===== config.mk =====
export PLATFORM = sky130hd
export DESIGN_NAME = ldpc_mem_rd_arb_flat
export DESIGN_NICKNAME = d
export VERILOG_FILES = /design/src/rtl/ldpc_mem_rd_arb_if.sv /design/src/rtl/ldpc_mem_rd_arb.sv /design/src/flat_wrapper.sv
export SDC_FILE = /design/constraint.sdc
export NUM_CORES = 1
export LEC_CHECK = 0
export BUFFER_PORTS_ARGS = -buffer_cell sky130_fd_sc_hd__buf_4
export CORE_MARGIN = 1.5
export CORE_UTILIZATION = 45
export CTS_CLUSTER_DIAMETER = 150
export CTS_CLUSTER_SIZE = 16
export DETAILED_ROUTE_END_ITERATION = 8
export PLACE_DENSITY = 0.81
export SKIP_LAST_GASP = 1
export SLEW_MARGIN = 10
export SYNTH_ARGS = -nofsm -noshare
export SYNTH_HDL_FRONTEND = slang
export SYNTH_SLANG_ARGS = --single-unit
export TNS_END_PERCENT = 5

===== constraint.sdc =====
create_clock -name iclk -period 2.12 [get_ports iclk]
set_input_delay 0.212 -clock iclk [delete_from_list [all_inputs] [get_ports iclk]]
set_output_delay 0.212 -clock iclk [all_outputs]
set_load 0.1 [all_outputs]

===== src/rtl/ldpc_mem_rd_arb_if.sv =====
`default_nettype none
// ============================================================================
// Module   : ldpc_mem_rd_arb_if
// Purpose  : Request, read-return and write bus for the ldpc_mem_rd_arb arbiter
// Revision : 1.0  initial release
// ============================================================================
interface ldpc_mem_rd_arb_if #(
    parameter int pADDR_W = 8,
    parameter int pDAT_W  = 8,
    parameter int pREQ_N  = 2
);
    localparam int c_ID_W = $clog2(pREQ_N);

    logic [pREQ_N-1:0]         ireq;
    logic [pREQ_N*pADDR_W-1:0] ibase;
    logic [pREQ_N-1:0]         ogrant;
    logic [pREQ_N-1:0]         odone;
    logic [pADDR_W-1:0]        omem_raddr;
    logic [pDAT_W-1:0]         imem_rdat;
    logic [pDAT_W-1:0]         ordat;
    logic                      orval;
    logic [c_ID_W-1:0]         orid;
    logic                      iwrite;
    logic [pADDR_W-1:0]        iwaddr;
    logic [pDAT_W-1:0]         iwdat;

    // arbiter side
    modport slave (
        input  ireq, ibase, imem_rdat, iwrite, iwaddr, iwdat,
        output ogrant, odone, omem_raddr, ordat, orval, orid
    );

    // requesters + RAM side
    modport master (
        output ireq, ibase, imem_rdat, iwrite, iwaddr, iwdat,
        input  ogrant, odone, omem_raddr, ordat, orval, orid
    );
endinterface
`default_nettype wire


===== src/rtl/ldpc_mem_rd_arb.sv =====
`default_nettype none
// ============================================================================
// Module   : ldpc_mem_rd_arb
// Purpose  : Round-robin read-port arbiter and burst sequencer for one
//            ldpc_mem_block RAM; 2-cycle read latency tracked for orval/orid.
//            Optional read-after-write forwarding: LDPC_MEM_RD_ARB_FWD_EN
// Revision : 1.0  initial release
// ============================================================================
module ldpc_mem_rd_arb #(
    parameter int pADDR_W    = 8,
    parameter int pDAT_W     = 8,
    parameter int pREQ_N     = 2,
    parameter int pBURST_LEN = 16
) (
    input  wire logic            iclk,
    input  wire logic            ireset,
    input  wire logic            iclkena,
    ldpc_mem_rd_arb_if.slave     bus
);
    localparam int c_ID_W  = $clog2(pREQ_N);
    localparam int c_CNT_W = (pBURST_LEN > 1) ? $clog2(pBURST_LEN) : 1;
    localparam logic [c_CNT_W-1:0] c_LAST = c_CNT_W'(pBURST_LEN - 1);

    typedef enum logic [0:0] {
        S_IDLE  = 1'b0,
        S_BURST = 1'b1
    } state_t;

    state_t              r_state, w_state_nxt;
    logic [pREQ_N-1:0]   r_grant, w_grant_nxt;
    logic [pADDR_W-1:0]  r_raddr, w_raddr_nxt;
    logic [c_CNT_W-1:0]  r_cnt, w_cnt_nxt;
    logic [c_ID_W-1:0]   r_rr, w_rr_nxt;
    logic [c_ID_W-1:0]   r_owner, w_owner_nxt;
    logic [pREQ_N-1:0]   w_done;
    logic                w_found;
    logic [c_ID_W-1:0]   w_win;
    logic                w_issue;

    // read-latency pipeline: stage 1 aligns with the RAM address register
    logic                r_v1, r_v2;
    logic [c_ID_W-1:0]   r_id1, r_id2;

    // first requesting unit at or above the rr pointer, wrapping
    always_comb begin : p_pick
        logic [c_ID_W-1:0] v_idx;
        w_found = 1'b0;
        w_win   = '0;
        v_idx   = '0;
        for (int i = 0; i < pREQ_N; i++) begin
            v_idx = c_ID_W'((int'(r_rr) + i) % pREQ_N);
            if (!w_found && bus.ireq[v_idx]) begin
                w_found = 1'b1;
                w_win   = v_idx;
            end
        end
    end

    always_comb begin
        w_state_nxt = r_state;
        w_grant_nxt = r_grant;
        w_raddr_nxt = r_raddr;
        w_cnt_nxt   = r_cnt;
        w_rr_nxt    = r_rr;
        w_owner_nxt = r_owner;
        w_done      = '0;
        case (r_state)
            S_IDLE: begin
                if (w_found) begin
                    w_state_nxt        = S_BURST;
                    w_grant_nxt        = '0;
                    w_grant_nxt[w_win] = 1'b1;
                    w_raddr_nxt        = bus.ibase[int'(w_win)*pADDR_W +: pADDR_W];
                    w_cnt_nxt          = '0;
                    w_owner_nxt        = w_win;
                end
            end
            S_BURST: begin
                if (r_cnt == c_LAST) begin
                    w_done      = r_grant;
                    w_state_nxt = S_IDLE;
                    w_grant_nxt = '0;
                    w_rr_nxt    = (r_owner == c_ID_W'(pREQ_N - 1)) ? '0 : r_owner + 1'b1;
                end else begin
                    w_raddr_nxt = r_raddr + 1'b1;
                    w_cnt_nxt   = r_cnt + 1'b1;
                end
            end
            default: w_state_nxt = S_IDLE;
        endcase
    end

    always_ff @(posedge iclk or negedge ireset) begin
        if (!ireset) begin
            r_state <= S_IDLE;
            r_grant <= '0;
            r_raddr <= '0;
            r_cnt   <= '0;
            r_rr    <= '0;
            r_owner <= '0;
        end else if (iclkena) begin
            r_state <= w_state_nxt;
            r_grant <= w_grant_nxt;
            r_raddr <= w_raddr_nxt;
            r_cnt   <= w_cnt_nxt;
            r_rr    <= w_rr_nxt;
            r_owner <= w_owner_nxt;
        end
    end

    assign w_issue = (r_state == S_BURST);

    always_ff @(posedge iclk or negedge ireset) begin
        if (!ireset) begin
            r_v1  <= 1'b0;
            r_v2  <= 1'b0;
            r_id1 <= '0;
            r_id2 <= '0;
        end else if (iclkena) begin
            r_v1  <= w_issue;
            r_id1 <= r_owner;
            r_v2  <= r_v1;
            r_id2 <= r_id1;
        end
    end

    assign bus.ogrant     = r_grant;
    assign bus.odone      = w_done;
    assign bus.omem_raddr = r_raddr;
    assign bus.orval      = r_v2;
    assign bus.orid       = r_id2;

`ifdef LDPC_MEM_RD_ARB_FWD_EN
    logic [pADDR_W-1:0] r_a1;
    logic               r_h1, r_h2;
    logic [pDAT_W-1:0]  r_d1, r_d2;
    logic               w_hit_iss, w_hit_s1;

    // a write hitting a read still in flight supersedes the RAM's old data
    assign w_hit_iss = bus.iwrite && w_issue && (bus.iwaddr == r_raddr);
    assign w_hit_s1  = bus.iwrite && r_v1 && (bus.iwaddr == r_a1);

    always_ff @(posedge iclk or negedge ireset) begin
        if (!ireset) begin
            r_a1 <= '0;
            r_h1 <= 1'b0;
            r_d1 <= '0;
            r_h2 <= 1'b0;
            r_d2 <= '0;
        end else if (iclkena) begin
            r_a1 <= r_raddr;
            r_h1 <= w_hit_iss;
            r_d1 <= bus.iwdat;
            if (w_hit_s1) begin
                r_h2 <= 1'b1;
                r_d2 <= bus.iwdat;
            end else begin
                r_h2 <= r_h1;
                r_d2 <= r_d1;
            end
        end
    end

    assign bus.ordat = r_h2 ? r_d2 : bus.imem_rdat;
`else
    logic w_unused_wr;
    assign w_unused_wr = ^{bus.iwrite, bus.iwaddr, bus.iwdat};
    assign bus.ordat   = bus.imem_rdat;
`endif

endmodule
`default_nettype wire


===== src/flat_wrapper.sv =====
// flat-port wrapper written by rule: the top's interface ports become plain ports
module ldpc_mem_rd_arb_flat 
#(
    parameter int pADDR_W    = 8,
    parameter int pDAT_W     = 8,
    parameter int pREQ_N     = 2,
    parameter int pBURST_LEN = 16
)
  (iclk, ireset, iclkena, bus_ireq, bus_ibase, bus_imem_rdat, bus_iwrite, bus_iwaddr, bus_iwdat, bus_ogrant, bus_odone, bus_omem_raddr, bus_ordat, bus_orval, bus_orid);
  ldpc_mem_rd_arb_if #(.pADDR_W(pADDR_W), .pDAT_W(pDAT_W), .pREQ_N(pREQ_N)) bus_i ();
  input  wire logic iclk;
  input  wire logic ireset;
  input  wire logic iclkena;
  input wire logic [$bits(bus_i.ireq)-1:0] bus_ireq;
  input wire logic [$bits(bus_i.ibase)-1:0] bus_ibase;
  input wire logic [$bits(bus_i.imem_rdat)-1:0] bus_imem_rdat;
  input wire logic [$bits(bus_i.iwrite)-1:0] bus_iwrite;
  input wire logic [$bits(bus_i.iwaddr)-1:0] bus_iwaddr;
  input wire logic [$bits(bus_i.iwdat)-1:0] bus_iwdat;
  output wire logic [$bits(bus_i.ogrant)-1:0] bus_ogrant;
  output wire logic [$bits(bus_i.odone)-1:0] bus_odone;
  output wire logic [$bits(bus_i.omem_raddr)-1:0] bus_omem_raddr;
  output wire logic [$bits(bus_i.ordat)-1:0] bus_ordat;
  output wire logic [$bits(bus_i.orval)-1:0] bus_orval;
  output wire logic [$bits(bus_i.orid)-1:0] bus_orid;
  assign bus_i.ireq = bus_ireq;
  assign bus_i.ibase = bus_ibase;
  assign bus_i.imem_rdat = bus_imem_rdat;
  assign bus_i.iwrite = bus_iwrite;
  assign bus_i.iwaddr = bus_iwaddr;
  assign bus_i.iwdat = bus_iwdat;
  assign bus_ogrant = bus_i.ogrant;
  assign bus_odone = bus_i.odone;
  assign bus_omem_raddr = bus_i.omem_raddr;
  assign bus_ordat = bus_i.ordat;
  assign bus_orval = bus_i.orval;
  assign bus_orid = bus_i.orid;
  ldpc_mem_rd_arb #(.pADDR_W(pADDR_W), .pDAT_W(pDAT_W), .pREQ_N(pREQ_N), .pBURST_LEN(pBURST_LEN)) u_core (.iclk(iclk), .ireset(ireset), .iclkena(iclkena), .bus(bus_i));
endmodule

## After elaboration in Yosys (flattened, before gate mapping)

Cells that the tools add are included.

- Register bits after elaboration: 21
- Output and inout port bits: 22

- Add/subtract/negate cells: 4
- Magnitude comparators: 4
- Equality and inequality tests: 4
- Shift operators: 1
- Mux-type cells: 25
- Bitwise logic cells: 1
- Reduce and logical (&&, ||, !) cells: 7

Operators by type and width:

| kind | count |
|---|---|
| $mux 8 | 2 |
| $pmux 8 s2 | 1 |
| $shiftx 16x5->8 | 1 |
| $mux 1 | 12 |
| $reduce_and 3->1 | 4 |
| $add 8x1->8 const B | 1 |
| $mux 2 | 4 |
| $mux 4 | 2 |
| $pmux 4 s2 | 1 |
| $lt 1x2->1 const B | 3 |
| $add 4x1->4 const B | 1 |
| $eq 4x4->1 const B | 1 |
| $ne 2x2->1 const B | 2 |
| $pmux 2 s2 | 1 |
| $add 1x1->1 const B | 2 |
| $logic_and 1x1->1 | 2 |
| $ne 2x1->1 const B | 1 |
| $pmux 1 s2 | 1 |
| $demux 1 s1 | 1 |
| $ge 1x1->1 const B | 1 |
| $logic_not 1->1 | 1 |
| $not 1->1 | 1 |

## Depth between registers and ports, before layout

Gate-level depths: netlist of run 1.

- Depth in word-level cells: 12
- Mapped depth: 6
- Gate-level depth less buffers: 5

## Worst setup path before layout of run 1

OpenSTA, ideal clock, no wires.

- Path type: flip-flop to output port
- Start: register u_core.r_grant[1] (netlist: u_core.bus.ogrant[1])
- End: output port bus_odone[1]
- Arrival: 1.797 ns
- Required time: 1.908 ns
- Path slack: 0.111 ns
- Cell stages (with the launch flop): 2
- Buffers on the path: 0
- Path through: dfrtp_1 and2_1

- Cells in the longest elaborated chain, start to end: 2

Ends and longest elaborated chain:

| item | RTL line | RTL |
|---|---|---|
| start: declaration | ldpc_mem_rd_arb.sv:30 | `logic [pREQ_N-1:0] r_grant, w_grant_nxt;` |
| start signal: assignment | ldpc_mem_rd_arb.sv:103 | `r_grant <= w_grant_nxt;` |
| $mux 2 | ldpc_mem_rd_arb.sv:79 | `if (r_cnt == c_LAST) begin` |
| $mux 2 | ldpc_mem_rd_arb.sv:67 | `case (r_state)` |
| end: declaration | flat_wrapper.sv:21 | `output wire logic [$bits(bus_i.odone)-1:0] bus_odone;` |

Every way passes these cells.

## Worst setup path after layout of run 1

- Start: register u_core.r_state
- End: output port bus_odone[1]

- Cells in the longest elaborated chain, start to end: 1

Ends and longest elaborated chain:

| item | RTL line | RTL |
|---|---|---|
| start: declaration | ldpc_mem_rd_arb.sv:29 | `state_t r_state, w_state_nxt;` |
| start signal: assignment | ldpc_mem_rd_arb.sv:102 | `r_state <= w_state_nxt;` |
| $mux 2 | ldpc_mem_rd_arb.sv:67 |  |

Every way passes these cells.

==> results of run 1 <==
## cell usage after synthesis, types with 4 or more instances
cell,number,area (sq um)
a211oi_1,6,45.0
a211oi_2,4,50.1
a21oi_1,5,25.0
and3_1,10,62.6
buf_4,10,75.1
dfrtp_1,21,526
mux2_2,5,56.3
nand2_1,12,45.0
nand3_1,5,25.0
nor2_1,9,33.8
o21ai_0,11,55.1
## per-stage QoR
step | cells | power, uW | worst slack [ps] | utilization
floorplan | 139 | 1520 | 111 | -
global placement | 192 | 1650 | 431 | 0.552
detailed placement | 192 | 1690 | 406 | 0.552
CTS | 197 | 1890 | 185 | 0.565
global route | 197 | 1980 | 93.6 | 0.565
finish | 197 | 1880 | 191 | 0.565
## report_power, final
| part | internal [uW] | switching [uW] |
|---|---|---|
| clock network | 73.7 | 129 |
| logic | 291 | 722 |
| registers | 517 | 147 |
## cell families after synthesis
kind of cell    Yosys count  share of synthesized area
mux                       5                     0.0420
flops                    21                      0.392
simple gates             50                      0.199
compound gates           45                      0.258
buf+inv                  16                     0.0906
fa+ha+maj                 2                     0.0187
## state kept, by name, summed over array words and instances, names as in the netlist
register	cells
u_core.r_v1	1
u_core.r_owner	1
u_core.r_rr	1
u_core.bus.omem_raddr	8
u_core.r_cnt	4
u_core.r_state	1
u_core.bus.orid	1
u_core.r_id1	1
u_core.bus.ogrant	2
u_core.bus.orval	1
## area by class of cell
| cell class | instances | area (sq um) |
|---|---|---|
| timing repair buffer | 37 | 280 |
| multi-input combinational | 102 | 693 |
| tap | 31 | 38.8 |
| inverter | 2 | 7.51 |
| fill | 236 | 1210 |
| clock buffer | 4 | 26.3 |
| sequential | 21 | 526 |
## critical path, delay by kind of cell (launching register included)
kind	cells	cell delay (ps)
buffers and inverters	1	280
AND/OR/NAND/NOR	2	490
flip-flops	1	640
## final timing paths
path                                                         to  slack, ps  depth (start not counted)
max                                                bus_odone[1]        190                          3
min                        u_core.bus.omem_raddr[3]$_DFFE_PN0P_        150                          3
max reg2reg                u_core.bus.omem_raddr[2]$_DFFE_PN0P_        400                          4
min reg2reg                        u_core.bus.orval$_DFFE_PN0P_        520                          1
max in group asynchronous           u_core.r_cnt[2]$_DFFE_PN0P_       1580                          2
min in group asynchronous              u_core.r_id1$_DFFE_PN0P_        310                          2
## layer usage
layer | global-route usage | up-vias
li1 | - | 564
met1 | 0.246 | 537
met2 | 0.317 | 41
met3 | 0.0363 | 7
met4 | 0.0897 | 0
met5 | 0 | -
## what timing repair did
action,4_1_cts,5_1_grt
endpoints found under the setup margin,0,0
endpoints found under the hold margin,21,0
hold buffers,1,0
==> impl_metrics.yaml, run 1 <==
floorplanning:
  initial_core_util: 0.482
  die_w_um: 57.6
  core_sq_um: 2780
  die-area_sq_um: 3310
  rows: 19
  io_pins: 68
  die_height_um: 57.6
placement:
  io_buffers: 34
  hpwl_mm: 2.21
  gp_routability_congestion: 0.823
  place_area_sq_um: 1540
detailed_routing:
  wl_mm: 2.91
  wl_met2_mm: 1.47
  top_layer: "met4"
  wl_met3_um: 184
  viasPerCell: 5.83
  wire_per_inst_um: 14.8
  m1WireLength_mm: 1.19
  dr_total_vias: 1149
  dr.first_iter.drc_count: 35
  ant_nets: 0
  drc: 0
  drtPass1Iterations: 4
yosys:
  synth_nets: 187
  synth-seq-cells: 21
  ys_types: 41
  async_flop_share: 1.00
  syn_area_per_cell_sq_um: 9.64
  ys.flop_type: "dfrtp_1"
  synth_edf_count: 0
  ys_warn_count: 0
  ys_seq_area_frac: 0.392
  synth_area_sq_um: 1340
  postSynthCellCount: 139
critical_path:
  max_stage_delay_ps: 640
  critPathRequiredTime_ps: 1910
  crit_fanout: 13
  worstPathArrival_ps: 1720
  crit_start: "u_core.r_state$_DFFE_PN0P_"
  crit_path_top_delay_cell: "dfrtp_1"
  crit_path_start_kind: "flip-flop"
  crit_path_end_kind: "output pin"
  worstSetupPathType: "reg2out"
  crit_path_cell_trace: "and4_4 > and2_1 > buf_4"
  r2r-start: "u_core.r_state$_DFFE_PN0P_"
timing:
  rsz0062_at_grt: "no"
  max_freq_mhz: 518
  setup_viol: 0
  finalMaxSlewViolations: 0
  finClkSkew_ps: 12.4
  relSlewSlack: 0.700
  worst-slew-pin-transition_ps: 450
  final_hold_viol_count: 0
  timing.hold.ws_ps: 147
  finalSetupTns_ps: 0
  min_period_ps: 1930
  period_share: 0.910
clock_tree:
  cts_tree: "built"
  post_cts_buffers: 0
  cts_buffers: 3
  htreeDepth: 1
  cts_resized: 0
  insertion_delay_ps: 320
  clock_path_buffers: 2
  cts_root_buf: "clkbuf_4"
  cts_sinks: 21
  clk_pin_slew_ps: 120
layout:
  diodes: 0
  fin_nets: 215
  syn_to_final_growth_pct: 17.3
  postLayoutCellArea_sq_um: 1570
  layout_common_cells: "buf_4 (36), dfrtp_1 (21), nand2_1 (12), o21ai_0 (11), and3_1 (10)"
  final_common_cell: "buf_4"
  final_layout_size_suffix_gt1_frac: 0.349
run_status:
  status: "complete, no violations"
grt:
  overflow: 0
  grt_usage: 0.193
  grt_start_max_net_pins: 22
  grt_pass1_wl_mm: 4.90
  grt_antenna_before_repair: 0
  first_global_vias: 1073
min_path:
  hp-class: "in2reg"
  min_from: "bus_ibase[3]"
run:
  max_cap_violations: 0
power:
  power_leakage_uw: 0.000734
  p_per_area_nw_per_um2: 1200
  peakVddDrop_mv: 0.911
Power figures use the tool's default switching activity.
==> run 2: changes to the inputs <==
--- a/config.mk
+++ b/config.mk
@@ -5,13 +5,14 @@
 export SDC_FILE = /design/constraint.sdc
 export NUM_CORES = 1
 export LEC_CHECK = 0
+export ABC_AREA = 1
 export BUFFER_PORTS_ARGS = -buffer_cell sky130_fd_sc_hd__buf_4
 export CORE_MARGIN = 1.5
 export CORE_UTILIZATION = 45
-export CTS_CLUSTER_DIAMETER = 150
+export CTS_CLUSTER_DIAMETER = 30
 export CTS_CLUSTER_SIZE = 16
 export DETAILED_ROUTE_END_ITERATION = 8
-export PLACE_DENSITY = 0.81
+export PLACE_DENSITY = 0.82
 export SKIP_LAST_GASP = 1
 export SLEW_MARGIN = 10
 export SYNTH_ARGS = -nofsm -noshare
==> run 2 against run 1 <==
Sequential power is 18% lower. Cell area is 0.56% lower. Clock-buffer cell count stayed put. Power is 25% lower. Register-to-register slack better by 210 ps. Wire length is 5.8% lower. Worst setup slack better by 140 ps. Worst hold slack better by 32 ps. Final cell count is 22% higher. Synthesized cell count is 31% higher. Die area is 1.5% lower. Synthesized area is 1.6% lower. Critical path type unchanged. Critical endpoint unchanged. Largest power group unchanged.
==> impl_metrics.yaml, run 2 <==
clock_tree:
  htreeDepth: 1
  clock_path_buffers: 2
  cts_root_buf: "clkbuf_4"
  clk_pin_slew_ps: 120
  insertion_delay_ps: 310
  cts_resized: 0
  cts_tree: "built"
  cts_buffers: 3
  post_cts_buffers: 0
  cts-hold-fix-buffers: 1
  cts_sinks: 21
critical_path:
  r2r-start: "u_core.r_cnt[0]$_DFFE_PN0P_"
  crit_path_end_kind: "output pin"
  crit_path_top_delay_cell: "dfrtp_1"
  max_stage_delay_ps: 400
  crit_path_start_kind: "flip-flop"
  worstPathArrival_ps: 1580
  critPathRequiredTime_ps: 1910
  crit_fanout: 3
  worstSetupPathType: "reg2out"
  rrSetupSlack_ps: 610
  r2r_end: "u_core.bus.omem_raddr[5]$_DFFE_PN0P_"
  crit_path_cell_trace: "ha_1 > nand3_2 > nor2_4 > inv_2 > nor2_1 > buf_4"
  reg2reg_depth: 8
timing:
  final_hold_viol_count: 0
  max_freq_mhz: 558
  finClkSkew_ps: 6.82
  worst-slew-pin-transition_ps: 449
  min_period_ps: 1790
  rsz0062_at_grt: "no"
  period_share: 0.845
  relSlewSlack: 0.699
  finalSetupTns_ps: 0
  finalMaxSlewViolations: 0
  setup_viol: 0
yosys:
  netlist_top_cells_count: "nand2_1 (75), dfrtp_1 (21), nand3_1 (20)"
  ys_warn_count: 0
  synth_area_sq_um: 1320
  syn_area_per_cell_sq_um: 7.25
  ys_types: 25
  async_flop_share: 1.00
  ys_seq_area_frac: 0.398
  synth_edf_count: 0
  synth-simple-area-share: 0.393
  yosysTopAreaCell: "dfrtp_1"
  synth_most_common_cell: "nand2_1"
  synth_nets: 230
  muxShareOfSynthArea: 0.00759
  synth-seq-cells: 21
  ys_top_cells_by_area: "dfrtp_1 (40%), nand2_1 (21%), nand3_1 (7.6%)"
  synth_top_family_by_area: "simple AND/OR/NAND/NOR gates"
  synth_xor_area_frac: 0.0133
  postSynthCellCount: 182
  synthAdderAreaFrac: 0.0190
  ys.flop_type: "dfrtp_1"
  yosysTopAreaCellShare: 0.398
  synth-compound-area-share: 0.0579
run:
  max_cap_violations: 0
grt:
  first_global_vias: 1131
  overflow: 0
  grt_antenna_before_repair: 0
  grt_start_max_net_pins: 22
  grt_usage: 0.189
  grt_pass1_wl_mm: 4.85
floorplanning:
  die_w_um: 57.1
  rows: 19
  io_pins: 68
  core_sq_um: 2760
  die_height_um: 57.1
  die-area_sq_um: 3260
  initial_core_util: 0.478
placement:
  io_buffers: 34
  place_area_sq_um: 1530
  gp_routability_congestion: 0.799
  hpwl_mm: 2.07
power:
  sw_frac_of_total: 0.497
  p_clk_frac: 0.141
  power_leakage_uw: 0.000813
  combPwrFrac: 0.472
  pwr-share-seq: 0.386
  intPower_uw: 711
  p_per_area_nw_per_um2: 905
  p_sw_uw: 703
  peakVddDrop_mv: 0.593
layout:
  final_layout_size_suffix_gt1_frac: 0.230
  syn_to_final_growth_pct: 18.5
  diodes: 0
  layout_common_cells: "nand2_1 (75), buf_4 (35), dfrtp_1 (21), nand3_1 (20), nor2_1 (13)"
  postLayoutCellArea_sq_um: 1560
  fin_util: 0.567
  final_common_cell: "nand2_1"
  largest_register_ffs: 8
  fin_nets: 258
detailed_routing:
  drc: 0
  dr_total_vias: 1191
  dr.first_iter.drc_count: 40
  ant_nets: 0
  drtPass1Iterations: 4
  wl_mm: 2.74
  wire_per_inst_um: 11.4
  viasPerCell: 4.96
min_path:
  min_from: "iclkena"
  hp-class: "in2reg"
  min_to: "u_core.r_rr$_DFFE_PN0P_"
  whs_path_depth: 2
run_status:
  status: "complete, no violations"
-- run 2: final cells by class --
| cell class | count | area [sq um] |
|---|---|---|
| clock buffers | 4 | 26.3 |
| fillers | 273 | 1190 |
| inverters | 13 | 50.0 |
| multi-input cells | 135 | 649 |
| flip-flops and latches | 21 | 526 |
| well taps | 31 | 38.8 |
| repair buffers | 36 | 273 |
-- run 2: metal layers --
layer,vias up,global-route usage,wire (um)
met5,-,0,0
met4,0,0.0432,15
met3,2,0.0454,145
met2,23,0.325,1340
met1,543,0.241,1230
li1,623,-,-
-- run 2: worst max path at each step --
stage	slack (ps)	startpoint	to
final	330	u_core.r_cnt[0]$_DFFE_PN0P_	bus_odone[1]
after global routing	200	u_core.r_cnt[0]$_DFFE_PN0P_	bus_odone[1]
after CTS	300	u_core.r_cnt[0]$_DFFE_PN0P_	bus_odone[1]
after detailed placement	600	u_core.r_cnt[0]$_DFFE_PN0P_	u_core.bus.omem_raddr[5]$_DFFE_PN0P_
after global placement	620	u_core.r_cnt[0]$_DFFE_PN0P_	u_core.bus.omem_raddr[5]$_DFFE_PN0P_
after floorplan	-410	u_core.bus.ogrant[1]$_DFFE_PN0P_	bus_odone[1]
-- run 2: cell families after synthesis --
logic type,after synthesis
and+or+nand+nor,116
buffers and inverters,26
adders and majority gates,2
AOI/OAI and AO/OA,14
muxes,1
xor gates and xnor gates,2
DFF,21
-- run 2: critical path: cells and delay by family (launching register included) --
| family | cells | cell delay, ps |
|---|---|---|
| fa+ha+maj | 1 | 210 |
| flops | 1 | 400 |
| simple gates | 3 | 310 |
| buf+inv | 2 | 360 |
-- run 2: stage by stage --
| stage | hold slack (ps) | setup WS [ps] | total power, uW | cells |
|---|---|---|---|---|
| floorplan | -83.6 | -414 | 1140 | 182 |
| global placement | 110 | 616 | 1210 | 235 |
| detailed placement | 113 | 604 | 1220 | 235 |
| CTS | 178 | 300 | 1420 | 240 |
| global route | 174 | 198 | 1510 | 240 |
| finish | 178 | 329 | 1410 | 240 |
-- run 2: power groups by stage --
stage | clock network (uW) | logic (uW) | registers (uW)
2_1_floorplan | 0 | 268 | 869
3_3_place_gp | 0 | 662 | 552
3_5_place_dp | 0 | 669 | 555
4_1_cts | 201 | 672 | 547
5_1_grt | 225 | 717 | 563
6_report | 200 | 668 | 546
